**src/rtl/div_mon_pkg.sv**
```systemverilog
// Shared types and default sizing for the divided-clock monitor.
package div_mon_pkg;

  localparam int unsigned CntWDefault      = 8;
  localparam int unsigned LockCountDefault = 4;

  typedef enum logic [1:0] {
    StIdle,
    StSync,
    StMeasure
  } state_t;

endpackage

```
**src/rtl/div_clk_monitor_if.sv**
```systemverilog
// Control and measurement bundle between a divided-clock monitor and its user.
interface div_clk_monitor_if
  import div_mon_pkg::*;
#(
  parameter int unsigned CNT_W = CntWDefault
) ();

  logic             div_clk;
  logic             enable;
  logic [CNT_W-1:0] exp_period;
  logic             err_clr;
  logic [CNT_W-1:0] period;
  logic [CNT_W-1:0] high_time;
  logic             meas_valid;
  logic             locked;
  logic             err;

  modport master (
    output div_clk, enable, exp_period, err_clr,
    input  period, high_time, meas_valid, locked, err
  );

  modport slave (
    input  div_clk, enable, exp_period, err_clr,
    output period, high_time, meas_valid, locked, err
  );

endinterface

```
**src/rtl/div_clk_edge_det.sv**
```systemverilog
// Registers div_clk (sampled as data on clk) and flags its 0->1 transitions.
module div_clk_edge_det (
  input  logic clk,
  input  logic rst,
  input  logic div_clk,
  output logic rise
);

  logic div_q;

  always_ff @(posedge clk) begin
    if (!rst) begin
      div_q <= 1'b0;
    end else begin
      div_q <= div_clk;
    end
  end

  assign rise = div_clk & ~div_q;

endmodule

```
**src/rtl/div_clk_monitor.sv**
```systemverilog
// Measures period/high time of a divided clock in clk cycles and reports lock and sticky error.
// Define DIV_MON_DUTY_CHECK_EN to also flag div_clk duty cycles more than one sample off 50%.
module div_clk_monitor
  import div_mon_pkg::*;
#(
  parameter int unsigned CNT_W      = CntWDefault,
  parameter int unsigned LOCK_COUNT = LockCountDefault
) (
  input logic              clk,
  input logic              rst,
  div_clk_monitor_if.slave mon
);

  localparam int unsigned            MatchW   = $clog2(LOCK_COUNT + 1);
  localparam logic [MatchW-1:0]      MatchMax = MatchW'(LOCK_COUNT);
  localparam logic [CNT_W-1:0]       CntMax   = '1;
  localparam logic [CNT_W-1:0]       CntOne   = CNT_W'(1);

  state_t              state_q, state_d;
  logic [CNT_W-1:0]    cnt_q, cnt_d;
  logic [CNT_W-1:0]    hcnt_q, hcnt_d;
  logic [CNT_W-1:0]    period_q, period_d;
  logic [CNT_W-1:0]    high_q, high_d;
  logic                valid_q, valid_d;
  logic                locked_q, locked_d;
  logic                err_q, err_d;
  logic [MatchW-1:0]   match_q, match_d;
  logic [MatchW-1:0]   match_inc;
  logic                rise;
  logic                duty_bad;
  logic                err_set;

  div_clk_edge_det u_edge_det (
    .clk     (clk),
    .rst     (rst),
    .div_clk (mon.div_clk),
    .rise    (rise)
  );

`ifdef DIV_MON_DUTY_CHECK_EN
  logic [CNT_W:0] hi_x, lo_x;
  assign hi_x     = {1'b0, hcnt_q};
  assign lo_x     = {1'b0, cnt_q - hcnt_q};
  assign duty_bad = (hi_x > lo_x + 1'b1) || (lo_x > hi_x + 1'b1);
`else
  assign duty_bad = 1'b0;
`endif

  assign match_inc = (match_q == MatchMax) ? match_q : match_q + 1'b1;

  always_comb begin
    state_d  = state_q;
    cnt_d    = cnt_q;
    hcnt_d   = hcnt_q;
    period_d = period_q;
    high_d   = high_q;
    valid_d  = 1'b0;
    locked_d = locked_q;
    match_d  = match_q;
    err_set  = 1'b0;

    if (!mon.enable) begin
      state_d  = StIdle;
      cnt_d    = '0;
      hcnt_d   = '0;
      locked_d = 1'b0;
      match_d  = '0;
    end else begin
      unique case (state_q)
        StIdle: state_d = StSync;
        StSync: begin
          if (rise) begin
            cnt_d   = CntOne;
            hcnt_d  = CntOne;
            state_d = StMeasure;
          end
        end
        StMeasure: begin
          if (rise) begin
            period_d = cnt_q;
            high_d   = hcnt_q;
            valid_d  = 1'b1;
            cnt_d    = CntOne;
            hcnt_d   = CntOne;
            if (cnt_q == mon.exp_period && !duty_bad) begin
              match_d  = match_inc;
              locked_d = (match_inc == MatchMax);
            end else begin
              match_d  = '0;
              locked_d = 1'b0;
              err_set  = 1'b1;
            end
          end else if (cnt_q == CntMax) begin
            // No edge within the counter range: drop lock and resynchronise.
            err_set  = 1'b1;
            locked_d = 1'b0;
            match_d  = '0;
            cnt_d    = '0;
            hcnt_d   = '0;
            state_d  = StSync;
          end else begin
            cnt_d  = cnt_q + 1'b1;
            hcnt_d = hcnt_q + CNT_W'(mon.div_clk);
          end
        end
        default: state_d = StIdle;
      endcase
    end

    // A new error outranks a simultaneous clear.
    err_d = err_q;
    if (mon.err_clr) err_d = 1'b0;
    if (err_set)     err_d = 1'b1;
  end

  always_ff @(posedge clk) begin
    if (!rst) begin
      state_q  <= StIdle;
      cnt_q    <= '0;
      hcnt_q   <= '0;
      period_q <= '0;
      high_q   <= '0;
      valid_q  <= 1'b0;
      locked_q <= 1'b0;
      err_q    <= 1'b0;
      match_q  <= '0;
    end else begin
      state_q  <= state_d;
      cnt_q    <= cnt_d;
      hcnt_q   <= hcnt_d;
      period_q <= period_d;
      high_q   <= high_d;
      valid_q  <= valid_d;
      locked_q <= locked_d;
      err_q    <= err_d;
      match_q  <= match_d;
    end
  end

  assign mon.period     = period_q;
  assign mon.high_time  = high_q;
  assign mon.meas_valid = valid_q;
  assign mon.locked     = locked_q;
  assign mon.err        = err_q;

endmodule

```
**src/flat_wrapper.sv**
```systemverilog
// flat-port wrapper written by rule: the top's interface ports become plain ports
module div_clk_monitor_flat import div_mon_pkg::*;
#(
  parameter int unsigned CNT_W      = CntWDefault,
  parameter int unsigned LOCK_COUNT = LockCountDefault
)
  (clk, rst, mon_div_clk, mon_enable, mon_exp_period, mon_err_clr, mon_period, mon_high_time, mon_meas_valid, mon_locked, mon_err);
  div_clk_monitor_if #(.CNT_W(CNT_W)) mon_i ();
  input logic clk;
  input logic rst;
  input wire logic [$bits(mon_i.div_clk)-1:0] mon_div_clk;
  input wire logic [$bits(mon_i.enable)-1:0] mon_enable;
  input wire logic [$bits(mon_i.exp_period)-1:0] mon_exp_period;
  input wire logic [$bits(mon_i.err_clr)-1:0] mon_err_clr;
  output wire logic [$bits(mon_i.period)-1:0] mon_period;
  output wire logic [$bits(mon_i.high_time)-1:0] mon_high_time;
  output wire logic [$bits(mon_i.meas_valid)-1:0] mon_meas_valid;
  output wire logic [$bits(mon_i.locked)-1:0] mon_locked;
  output wire logic [$bits(mon_i.err)-1:0] mon_err;
  assign mon_i.div_clk = mon_div_clk;
  assign mon_i.enable = mon_enable;
  assign mon_i.exp_period = mon_exp_period;
  assign mon_i.err_clr = mon_err_clr;
  assign mon_period = mon_i.period;
  assign mon_high_time = mon_i.high_time;
  assign mon_meas_valid = mon_i.meas_valid;
  assign mon_locked = mon_i.locked;
  assign mon_err = mon_i.err;
  div_clk_monitor #(.CNT_W(CNT_W), .LOCK_COUNT(LOCK_COUNT)) u_core (.clk(clk), .rst(rst), .mon(mon_i));
endmodule
```
**config.mk**
```make
export PLATFORM = sky130hd
export DESIGN_NAME = div_clk_monitor_flat
export DESIGN_NICKNAME = d
export VERILOG_FILES = /design/src/rtl/div_mon_pkg.sv /design/src/rtl/div_clk_monitor_if.sv /design/src/rtl/div_clk_edge_det.sv /design/src/rtl/div_clk_monitor.sv /design/src/flat_wrapper.sv
export SDC_FILE = /design/constraint.sdc
export NUM_CORES = 1
export LEC_CHECK = 0
export CAP_MARGIN = 25
export CORE_MARGIN = 1
export CORE_UTILIZATION = 29
export DETAILED_ROUTE_END_ITERATION = 10
export PLACE_DENSITY = 0.5
export SLEW_MARGIN = 20
export SYNTH_ARGS = -nofsm -noshare
export SYNTH_HDL_FRONTEND = slang
export SYNTH_SLANG_ARGS = --single-unit
export TNS_END_PERCENT = 30
```
**constraint.sdc**
```tcl
create_clock -name clk -period 1.95 [get_ports clk]
set_input_delay 0.2925 -clock clk [delete_from_list [all_inputs] [get_ports clk]]
set_output_delay 0.2925 -clock clk [all_outputs]
set_load 0.02 [all_outputs]
```
## Word level (Yosys, flattened, before mapping)

Cells that the tools add are included.

| word-level totals | value |
|---|---|
| register bits after elaboration | 41 |
| output and inout port bits | 19 |
| word-level logic and storage cells | 60 |

| operators by class | value |
|---|---|
| $add $sub $neg | 3 |
| eq/ne operators | 9 |
| multiplexer cells | 26 |
| bitwise gates (word level) | 2 |
| reductions and logical operators | 10 |

Operator list:

| operator | count |
|---|---|
| 8-bit two-way mux | 5 |
| 8-bit case mux with 2 select lines | 2 |
| 3-bit two-way mux | 4 |
| 1-bit two-way mux | 11 |
| 3-bit AND reduction | 3 |
| 8-bit by 1-bit adder with 8-bit output | 1 |
| 8-bit by 1-bit adder with 8-bit output, second input constant | 1 |
| 8-bit == test | 1 |
| 8-bit == test, second input constant | 1 |
| 3-bit == test, second input constant | 2 |
| 2-bit two-way mux | 3 |
| 2-bit case mux with 3 select lines | 1 |
| 2-bit AND reduction | 3 |
| 2-bit nonzero test | 3 |
| 2-bit by 1-bit != test with 1-bit output, second input constant | 2 |
| 3-bit by 1-bit adder with 3-bit output, second input constant | 1 |
| 2-bit by 1-bit == test with 1-bit output, second input constant | 1 |
| 2-bit == test, second input constant | 1 |
| 2-bit zero test | 1 |
| 2-bit != test, second input constant | 1 |
| 1-bit bitwise AND | 1 |
| 1-bit inverter | 1 |

## Logic depth before layout (Yosys ltp)

Gate-level depths: netlist (run 1).

| depth | value |
|---|---|
| word-level depth | 6 |
| mapped depth | 7 |

## By module

A second synthesis (run 1) with hierarchy kept.

| second synthesis, totals | value |
|---|---|
| cells, all modules | 236 |
| area, all modules | 2059.5 µm² |

Modules (own cells, without submodules):

| module | times used | cells each | area an instance (µm²) | sequential area each (µm²) |
|---|---|---|---|---|
| div_clk_monitor | 1 | 233 | 2019.4 | 800.8 |
| div_clk_edge_det | 1 | 3 | 40.0 | 20.0 |

## Worst setup path after synthesis (run 1)

No wires, ideal clock.

| timing | value |
|---|---|
| path kind | flip-flop to flip-flop |
| start | reg u_core.cnt_q[0] |
| end | reg u_core.cnt_q[2] |
| setup time | 0.064 ns |
| data arrival time | 1.527 ns |
| required time | 1.886 ns |
| slack | 0.359 ns |
| cell stages (with the launch flop) | 8 |
| buffers on the path | 1 |
| cells stage by stage | dfxtp_1 ha_1 nand3_2 nor2_4 o21a_4 or3_1 buf_6 nor2_1 |

| on the way | value |
|---|---|
| word-level cells in the longest chain between the ends | 4 |

Ends and longest elaborated chain:

| element | RTL line | source |
|---|---|---|
| start: declaration | div_clk_monitor.sv:20 | `logic [CNT_W-1:0] cnt_q, cnt_d;` |
| start signal: assignment | div_clk_monitor.sv:129 | `cnt_q <= cnt_d;` |
| 8-bit by 1-bit adder with 8-bit output / 8-bit == test (equally long branches) | div_clk_monitor.sv:102, div_clk_monitor.sv:93 |  |
| 8-bit two-way mux (*) | div_clk_monitor.sv:93 | `end else if (cnt_q == CntMax) begin` |
| 8-bit two-way mux (*) | div_clk_monitor.sv:79 | `if (rise) begin` |
| 8-bit case mux with 2 select lines (*) | div_clk_monitor.sv:69 | `unique case (state_q)` |

Mark *: on every way between the ends. The rest lies on a longest branch, timed or not.
A chain may end at the register's enable or synchronous reset.

## Worst setup path after layout (run 1)

| timing | value |
|---|---|
| start | in mon_div_clk |
| end | reg u_core.hcnt_q[4] |

| on the way | value |
|---|---|
| word-level cells in the longest chain between the ends | 4 |

Ends and longest elaborated chain:

| element | RTL line | source |
|---|---|---|
| start: declaration | flat_wrapper.sv:11 | `input wire logic [$bits(mon_i.div_clk)-1:0] mon_div_clk;` |
| 8-bit by 1-bit adder with 8-bit output | div_clk_monitor.sv:103 | `hcnt_d = hcnt_q + CNT_W'(mon.div_clk);` |
| 8-bit two-way mux | div_clk_monitor.sv:93 |  |
| 8-bit two-way mux | div_clk_monitor.sv:79 |  |
| 8-bit case mux with 2 select lines | div_clk_monitor.sv:69 |  |
| end signal: assignment | div_clk_monitor.sv:130 | `hcnt_q <= hcnt_d;` |
| end: declaration | div_clk_monitor.sv:21 | `logic [CNT_W-1:0] hcnt_q, hcnt_d;` |

Parallel ways exist; a longest one is shown, timed or not.

==> impl_results.md, run 1 <==
- Placed cell count: between 300 and 400
- Count of cell types in the netlist: 41
- Worst Path Arrival: 1.97 ns
- Post-DP HPWL: 3230 um
- Max-cap violations: 0
- Slew headroom: 78.0%
- Number of synthesized flops with an enable pin: 0
- Power Dens Cells: 667 nW/um^2
- Num CTS Buffers: 5
- GRT Total Usage: 13.5%
- RSZ-0062 raised after global routing: false
- Max Fclk: 0.569 GHz
- CTS resizes: 0
- Pin count of the biggest net entering global routing: 20
- LEAKAGE: around 0.84 nW
- CTS tree: yes
- Worst-case clock buffer depth: 2
- Peak supply drop: 0.000334 V
- Outcome: completed
- Skew final: 0.00610 ns
- Syn_nets: 241
- Critical path type: in2reg
- Root buf cell: clkbuf_8
- Chip Height: around 84 um
- Fin crit period: 1.76 ns
- DR WL/cell: 13.0 um
- Row cnt: 29
- Critical Path RT: around 2.2 ns
- Yosys top cell area share: 42.6%
- Slew Viols, Final: 0
- GRT Residual Overflow: 0
- Nets: 284
- Final Hold Viols: 0
- Die area: 6970 um^2
- # H-tree levels: 2
- First-pass GRT wire length: around 7500 um
- Total power draw: 1.67 mW
- Sequential area share after synthesis: 42.6%
- Crit Path Max Fanout: 5
- Final routed DRC violation total: 0
- Startpoint types: primary input
- Gpl congestion: 0.817
- Skew-Pair Late Insertion Delay: 0.30 ns
- Mapped Area: 1930 um^2
- Share of layout cells above drive strength 1: 13.5%
- Starting density of the core: ~30%
- DRT Pass-1 Iters: 4
- Worst slew pin tran: around 0.33 ns
- Diodes inserted: 0
- Drt initial violations: 66
- Top post-synthesis cells by area: dfxtp_1 (43%), nand2_1 (9.2%), a21boi_0 (5.8%)
- Most frequent cell after synthesis: nand2_1
- Final setup viols: 0
- Synth async-reset ratio: 0%
- CTS clk-pin slew, worst paths: 0.08 ns
- Total I/O pin count: 32
- Antenna Nets Post-Route: 0
- Sink Count: between 40 and 50
- Port Buf Inserts: 31
- Top post-synthesis cells by count: nand2_1 (47), dfxtp_1 (41), a21boi_0 (15), nor2_1 (15), xnor2_1 (11)
- Initial antenna violation count: 0
- Hold buffers post-CTS: 0
- Post-Syn Instances: 223
- Post-CTS Setup Bufs: 0
- Via count of the first global-routing pass: between 1500 and 2000
- Non-Filler Instances: ~340
- DR vias: 1627
- Top_reg_cell synth: dfxtp_1
- Mean Syn Cell Area: roughly 8.6 um^2
- CP Capture Type: flip-flop
- Vias per std cell: approximately 4.7
- Yosys Warn Count: 0
- DP Area: 2390 um^2
- #FFs+latches synth: 41
- Synth area leader: dfxtp_1
- Design Area, Final: between 2000 and 3000 um^2
- Hold Path Class: reg2reg
- Die Wd: 83.5 um
- Fin crit share: between 90% and 100%
- Core Region: 6390 um^2
- Total detailed-routing wirelength: 4480 um
- Area growth, synth to finish: 30.1%
final cells by class:
| type | instances | area (um^2) |
|---|---|---|
| repair buffers | 47 | 430 |
| well taps | 77 | 96.3 |
| multi-input cells | 169 | 1030 |
| fillers | 684 | 3880 |
| inverters | 2 | 7.51 |
| clock inverters | 2 | 37.5 |
| flip-flops and latches | 41 | 821 |
| clock buffers | 6 | 82.6 |
final timing paths:
path,start,end,slack [ns],depth (start not counted)
min reg2reg,u_core.mon.period[4],u_core.mon.period[4],0.46,2
max,mon_div_clk,u_core.hcnt_q[4],0.19,6
max reg2reg,u_core.cnt_q[0],u_core.cnt_q[3],0.23,6
min,u_core.mon.period[4],u_core.mon.period[4],0.46,2
cell usage in the layout, fill, tap and decap left out, types with 5 or more instances in the layout:
master and count:
nand2_1 47, dfxtp_1 41, clkdlybuf4s50_1 31, buf_4 16, nor2_1 15, a21boi_0 15
xnor2_1 11, a21oi_1 10, nand3_1 9, a311oi_1 6, clkbuf_8 6, xor2_1 5
ha_1 5
report_power, final:
part	switching [mW]	leakage [nW]	total (mW)	internal, mW
combinational	0.0460	0.450	0.0953	0.0493
sequential	0.00263	0.331	0.843	0.840
clock	0.317	0.0574	0.733	0.417
total	0.365	0.838	1.67	1.31
state kept, by name, summed over array words and instances, names as in the netlist:
name                     flops
u_core.mon.locked            1
u_core.match_q               3
u_core.mon.high_time         8
u_core.state_q               2
u_core.cnt_q                 8
u_core.mon.meas_valid        1
u_core.hcnt_q                8
u_core.mon.period            8
u_core.u_edge_det.div_q      1
u_core.mon.err               1
worst max-delay path: stages:
cell             delay, ns
clkdlybuf4s50_1       0.49
ha_1                  0.27
ha_1                  0.20
and3_1                0.18
or3_1                 0.30
a311oi_1              0.25
metrics by stage:
step	util [%]	TNS (ns)	setup WS [ns]	hold slack, ns
6_report	39.3	0	0.192	0.460
5_1_grt	39.3	0	0.0924	0.487
4_1_cts	39.3	0	0.194	0.465
3_5_place_dp	37.4	-0.912	-0.115	0.450
3_3_place_gp	37.4	-0.663	-0.0965	0.445
2_1_floorplan	-	0	0.359	0.392
metal layers:
layer	wire length (um)	global-route usage, %	share of wire, %
met3	166	3.86	3.7
met4	39	3.24	0.87
met2	1880	20.9	42
met1	2400	18.6	54
met5	0	0	0
kinds of logic after synthesis:
kind of cell	Yosys count	synth area share [%]
adder cells (fa/ha/maj)	5	3.25
AND/OR/NAND/NOR	105	27.2
XOR/XNOR	16	7.27
AO/OA/AOI/OAI	43	15.8
buffers and inverters	13	3.83
flip-flops	41	42.6
Power figures use the tool's default switching activity.
==> run 2: changes to the inputs <==
--- a/config.mk
+++ b/config.mk
@@ -9,9 +9,10 @@
 export CORE_MARGIN = 1
 export CORE_UTILIZATION = 29
 export DETAILED_ROUTE_END_ITERATION = 10
-export PLACE_DENSITY = 0.5
+export PLACE_DENSITY = 0.49
 export SLEW_MARGIN = 20
 export SYNTH_ARGS = -nofsm -noshare
 export SYNTH_HDL_FRONTEND = slang
+export SYNTH_HIERARCHICAL = 1
 export SYNTH_SLANG_ARGS = --single-unit
 export TNS_END_PERCENT = 30
==> impl_results.md, run 2 <==
- Outcome: completed
- Slowest-stage cell, CP: clkdlybuf4s50_1
- Top post-synthesis cells by count: nand2_1 (44), dfxtp_1 (41), a21boi_0 (16), a21oi_1 (16), nor2_1 (12)
- Starting density of the core: 30.1%
- Hold Path Sink: u_core/mon.period[5]
- Row cnt: 30
- Yosys Warn Count: 6
- Critical path type: in2reg
- Crit Path Max Fanout: 5
- Xor and xnor area share after synthesis: 3.77%
- Post-Synth Adder-Cell Area: 3.04%
- Synth area leader: dfxtp_1
- Num CTS Buffers: 5
- Core Region: 6830 um^2
- Drt initial violations: 95
- Worst Path Arrival: approximately 1.9 ns
- Post-synthesis mux area share: 0%
- Mean Syn Cell Area: 8.73 um^2
- Hold wc startpoint: u_core/mon.period[5]
- Final setup viols: 0
- Max Fclk: 0.587 GHz
- Top post-synthesis cells by area: dfxtp_1 (40%), nand2_1 (8.0%), a21boi_0 (5.8%)
- GRT Residual Overflow: 0
- Count of cell types in the netlist: 48
- Sequential area share after synthesis: 39.9%
- Startpoint types: primary input
- CP peak stage delay: 0.53 ns
- Initial antenna violation count: 0
- Worst hold path depth: 2
- DRT Pass-1 Iters: 4
- Slew Viols, Final: 0
- Fin crit share: 87.3%
- Diodes inserted: 0
- Post-CTS Setup Bufs: 0
- Max-cap violations: 0
- Vias per std cell: 4.69
- Pin count of the biggest net entering global routing: 19
- Top_reg_cell synth: dfxtp_1
- FF-to-FF End: u_core/hcnt_q[2]
- R2r startpoint: u_core/cnt_q[0]
- Synth async-reset ratio: 0%
- Most frequent cells in the layout: nand2_1 (44), dfxtp_1 (41), clkdlybuf4s50_1 (31), buf_4 (17)
- Cells along the critical path: clkdlybuf4s50_1, nor2b_4, nand4_1, nor4_4, a41oi_1, o31ai_2
- Hold buffers post-CTS: 0
- Final Hold Viols: 0
- Total power draw: 1.61 mW
- Fin crit period: 1.70 ns
- Critical Path RT: 2.15 ns
- GRT Total Usage: about 14%
- CTS resizes: 0
- Die area: 7440 um^2
- Gpl congestion: 0.743
- Hold Path Class: reg2reg
- DR WL/cell: 12.7 um
- DR vias: ~1800
- Skew final: roughly 0.0088 ns
- LEAKAGE: 0.919 nW
- Peak supply drop: 0.000335 V
- Worst-case clock buffer depth: 2
- #FFs+latches synth: between 40 and 50
- Slew headroom: about three quarters
- Port Buf Inserts: 31
- First-pass GRT wire length: 8020 um
- CP top delay family: simple AND/OR/NAND/NOR gates
- Root buf cell: clkbuf_8
- Worst slew pin tran: about 0.4 ns
- Sink Count: 41
- Mapped Area: 2060 um^2
- # H-tree levels: 2
- DP Area: 2540 um^2
- Total detailed-routing wirelength: 4730 um
- CTS tree: yes
- Total I/O pin count: 32
- R2R setup slack: 0.25 ns
- Post-DP HPWL: 3470 um
- RSZ-0062 raised after global routing: false
- Nets: roughly 300
- Chip Height: 86.3 um
- Post-synthesis compound-gate area fraction: 21.3%
- Skew-Pair Late Insertion Delay: 0.29 ns
- Via count of the first global-routing pass: ~1700
- Most frequent cell after synthesis: nand2_1
- Largest family of logic cells by synthesized area: simple AND/OR/NAND/NOR gates
- CP Capture Type: flip-flop
- Die Wd: 86.3 um
- CTS clk-pin slew, worst paths: ~0.080 ns
- Design Area, Final: around 2600 um^2
- Yosys top cell area share: 39.9%
- Syn_nets: 254
- Post-Syn Instances: 236
- Share of layout cells above drive strength 1: 13.3%
- Antenna Nets Post-Route: 0
- Number of synthesized flops with an enable pin: 0
- Simple-gate area share of the yosys netlist: 26.5%
- Final routed DRC violation total: 0
- CP bufs+invs: 1
- Power Dens Cells: just over 600 nW/um^2
- Area growth, synth to finish: 28.2%
- R2R depth: 7
- Most common cell after layout, fill and taps aside: nand2_1
run 2: changes by cell type in the layout (fill, tap and decap cells not counted), sizes merged, moves of 4 or more:
cell,delta
nor2,-7
o311a,+4
nor2b,+4
o21ai,+7
xnor2,-5
a21oi,+6
run 2: cell type report:
cell class	count	area, um^2
fill	732	4190
tap	96	120
clock inverter	2	35.0
multi-input combinational	178	1130
clock buffer	5	68.8
sequential	41	821
inverter	3	11.3
timing repair buffer	49	458
run 2: worst max path at each step:
stage               slack [ns]                 to  cells after the start             from
detailed placement       -0.07  u_core/match_q[1]                      6      mon_div_clk
finish                    0.25  u_core/match_q[1]                      6      mon_div_clk
global route              0.08   u_core/hcnt_q[2]                      7  u_core/cnt_q[1]
CTS                       0.23  u_core/match_q[1]                      6      mon_div_clk
global placement          0.03  u_core/match_q[1]                      6      mon_div_clk
floorplan                 0.24   u_core/hcnt_q[2]                      7  u_core/cnt_q[0]
run 2: report_power, final:
part	switching (mW)	internal (mW)
Combinational	0.0490	0.0532
Clock	0.293	0.373
Sequential	0.00429	0.840
run 2: layer usage:
metal,global-route usage (%),part of all wire (%),vias up
met5,0,0,-
met2,22.7,46,26
met4,3.18,0.57,0
met3,2.86,2.6,2
met1,18.0,51,802
li1,-,-,925
run 2: kinds of logic after synthesis:
kind of cell	after synthesis
AOI/OAI and AO/OA	63
xor gates and xnor gates	8
adders and majority gates	5
buffers and inverters	17
DFF	41
and+or+nand+nor	102
run 2: through the flow:
stage	hold slack, ns	instances	utilization [%]	worst slack (ns)	setup TNS [ns]
2_1_floorplan	0.414	236	-	0.244	0
3_3_place_gp	0.452	367	37.1	0.0294	0
3_5_place_dp	0.455	367	37.1	-0.0663	-0.0906
4_1_cts	0.467	374	38.6	0.233	0
5_1_grt	0.480	374	38.6	0.0754	0
6_report	0.462	374	38.6	0.247	0
run 2: worst register-to-register path, cell delays in order (launching register included):
cell     delay (ns)
dfxtp_1        0.34
ha_1           0.26
nand3_4        0.13
nor3_4         0.35
nor2_4         0.14
buf_4          0.16
a21oi_1        0.14
nor3_1         0.07
==> run 3: changes to the inputs <==
--- a/config.mk
+++ b/config.mk
@@ -5,6 +5,7 @@
 export SDC_FILE = /design/constraint.sdc
 export NUM_CORES = 1
 export LEC_CHECK = 0
+export ABC_AREA = 1
 export CAP_MARGIN = 25
 export CORE_MARGIN = 1
 export CORE_UTILIZATION = 29
==> impl_results.md, run 3 <==
- Outcome: completed
- Post-CTS Setup Bufs: 0
- Root buf cell: clkbuf_8
- Critical path type: in2reg
- Most frequent cell after synthesis: nand2_1
- Setup TNS: 0 ns
- #FFs+latches synth: 41
- DP Area: 2540 um^2
- Initial antenna violation count: 0
- LEAKAGE: 1.06 nW
- Sink Count: 41
- Hold Path Sink: u_core/mon.locked
- First-pass GRT wire length: 8310 um
- R2r startpoint: u_core/cnt_q[1]
- RSZ-0062 raised after global routing: false
- Critical Path RT: 2.15 ns
- Drt initial violations: 65
- Hold buffers post-CTS: 0
- Final routed DRC violation total: 0
- Core Region: 6870 um^2
- R2R setup slack: 0.42 ns
- Pre-CTS setup slack: 0.0214 ns
- Fin crit share: 84.3%
- # H-tree levels: 2
- Diodes inserted: 0
- CP Capture Type: flip-flop
- Skew-Pair Late Insertion Delay: 0.29 ns
- Die area: 7560 um^2
- Synth async-reset ratio: 0%
- Skew final: 0.00645 ns
- Max-cap violations: 0
- R2R depth: 8
- Share of layout cells above drive strength 1: 11.6%
- Power Dens Cells: 634 nW/um^2
- Chip Height: 86.9 um
- DR WL/cell: 11.2 um
- Via count of the first global-routing pass: about 1700
- DR vias: 1874
- CTS resizes: 0
- Peak supply drop: 0.000312 V
- Worst slew pin tran: just over 0.3 ns
- Area growth, synth to finish: 27.3%
- Post-DP HPWL: roughly 3600 um
- Worst hold path depth: 2
- Top_reg_cell synth: dfxtp_1
- GRT Total Usage: 14.3%
- Startpoint types: primary input
- Num CTS Buffers: 5
- Filler Cell Count: 737
- CP peak stage delay: 0.46 ns
- Starting density of the core: 30.5%
- Post-Syn Instances: 298
- Crit Path Max Fanout: 12
- Hold wc startpoint: u_core/mon.locked
- Syn_nets: 316
- Row cnt: 30
- Final Hold Viols: 0
- Pin count of the biggest net entering global routing: 29
- Synth area leader: dfxtp_1
- GRT Residual Overflow: 0
- Mean Syn Cell Area: roughly 7 um^2
- Final setup viols: 0
- Most frequent cells in the layout: nand2_1 (75), dfxtp_1 (41), inv_1 (38), clkdlybuf4s50_1 (31), a21oi_1 (31)
- Most common cell after layout, fill and taps aside: nand2_1
- Sequential area share after synthesis: 39.2%
- Top post-synthesis cells by count: nand2_1 (75), dfxtp_1 (41), inv_1 (38)
- Design Area, Final: 2660 um^2
- Max Fclk: a little over 0.6 GHz
- Mapped Area: 2090 um^2
- Slew Viols, Final: 0
- CTS clk-pin slew, worst paths: 0.08 ns
- Worst Path Arrival: 1.85 ns
- Yosys top cell area share: 39.2%
- Worst-case clock buffer depth: 2
- Nets: 354
- Die Wd: just under 90 um
- Top post-synthesis cells by area: dfxtp_1 (39%), nand2_1 (13%), a21oi_1 (7.4%)
- Total detailed-routing wirelength: 4830 um
- Final worst slack: 0.306 ns
- Count of cell types in the netlist: 32
- Vias per std cell: 4.33
- Fin crit period: 1.64 ns
- Yosys Warn Count: 6
- FF-to-FF End: u_core/match_q[2]
- Slowest-stage cell, CP: clkdlybuf4s50_1
- Port Buf Inserts: 31
- Antenna Nets Post-Route: 0
- Cells along the critical path: clkdlybuf4s50_1, inv_1, nor2_2, buf_4, nand3_1, nand2_2, inv_2, nand2_1, a211oi_1
- DRT Pass-1 Iters: 4
- Total I/O pin count: 32
- Minimum hold slack: roughly 0.46 ns
- Gpl congestion: 0.789
- Hold Path Class: reg2reg
- Slew headroom: 79.7%
- CTS tree: yes
- Number of synthesized flops with an enable pin: 0
## run 3: kinds of logic after synthesis
logic type               after synthesis  share of synthesized area [%]
AO/OA/AOI/OAI                         65                           18.2
adder cells (fa/ha/maj)                5                           2.99
buffers and inverters                 51                           10.9
AND/OR/NAND/NOR                      135                           28.3
XOR/XNOR                               1                          0.419
flip-flops                            41                           39.2
## run 3: worst max-delay path by stage
stage                               start                 to
after global routing          mon_div_clk   u_core/hcnt_q[6]
after global placement        mon_div_clk    u_core/cnt_q[0]
after detailed placement      mon_div_clk    u_core/cnt_q[0]
after floorplan           u_core/cnt_q[1]  u_core/mon.locked
after CTS                     mon_div_clk    u_core/cnt_q[0]
final                         mon_div_clk    u_core/cnt_q[6]
## run 3: critical path: cells and delay by family
family	cells	cell delay (ns)
AO/OA/AOI/OAI	1	0.27
buffers and inverters	4	0.91
AND/OR/NAND/NOR	4	0.37
## run 3: report_power, final
group	total, mW	leakage (nW)	internal, mW	switching, mW
Sequential	0.845	0.331	0.842	0.00334
Clock	0.723	0.0574	0.417	0.306
Combinational	0.121	0.669	0.0545	0.0661
Total	1.69	1.06	1.31	0.376
## run 3: per-layer routing
metal / GRT usage [%] / wire (um)
met1: 20.5 / 2590
met2: 21.5 / 2090
met3: 3.51 / 131
met4: 3.64 / 26
met5: 0 / 0
## run 3: final cells by class
type / count / area (um^2) / area share [%]
Multi-Input combinational cell: 206 / 1040 / 39.2
Timing Repair Buffer: 38 / 388 / 14.6
Clock buffer: 6 / 82.6 / 3.10
Clock inverter: 2 / 37.5 / 1.41
Sequential cell: 41 / 821 / 30.8
Tap cell: 96 / 120 / 4.51
Inverter: 44 / 170 / 6.39
## run 3: metrics by stage
stage	cells	util, %	power [mW]
CTS	433	38.8	1.72
global route	433	38.8	1.77
finish	433	38.8	1.69
detailed placement	425	37.0	0.987
floorplan	298	-	0.927
global placement	425	37.0	0.987
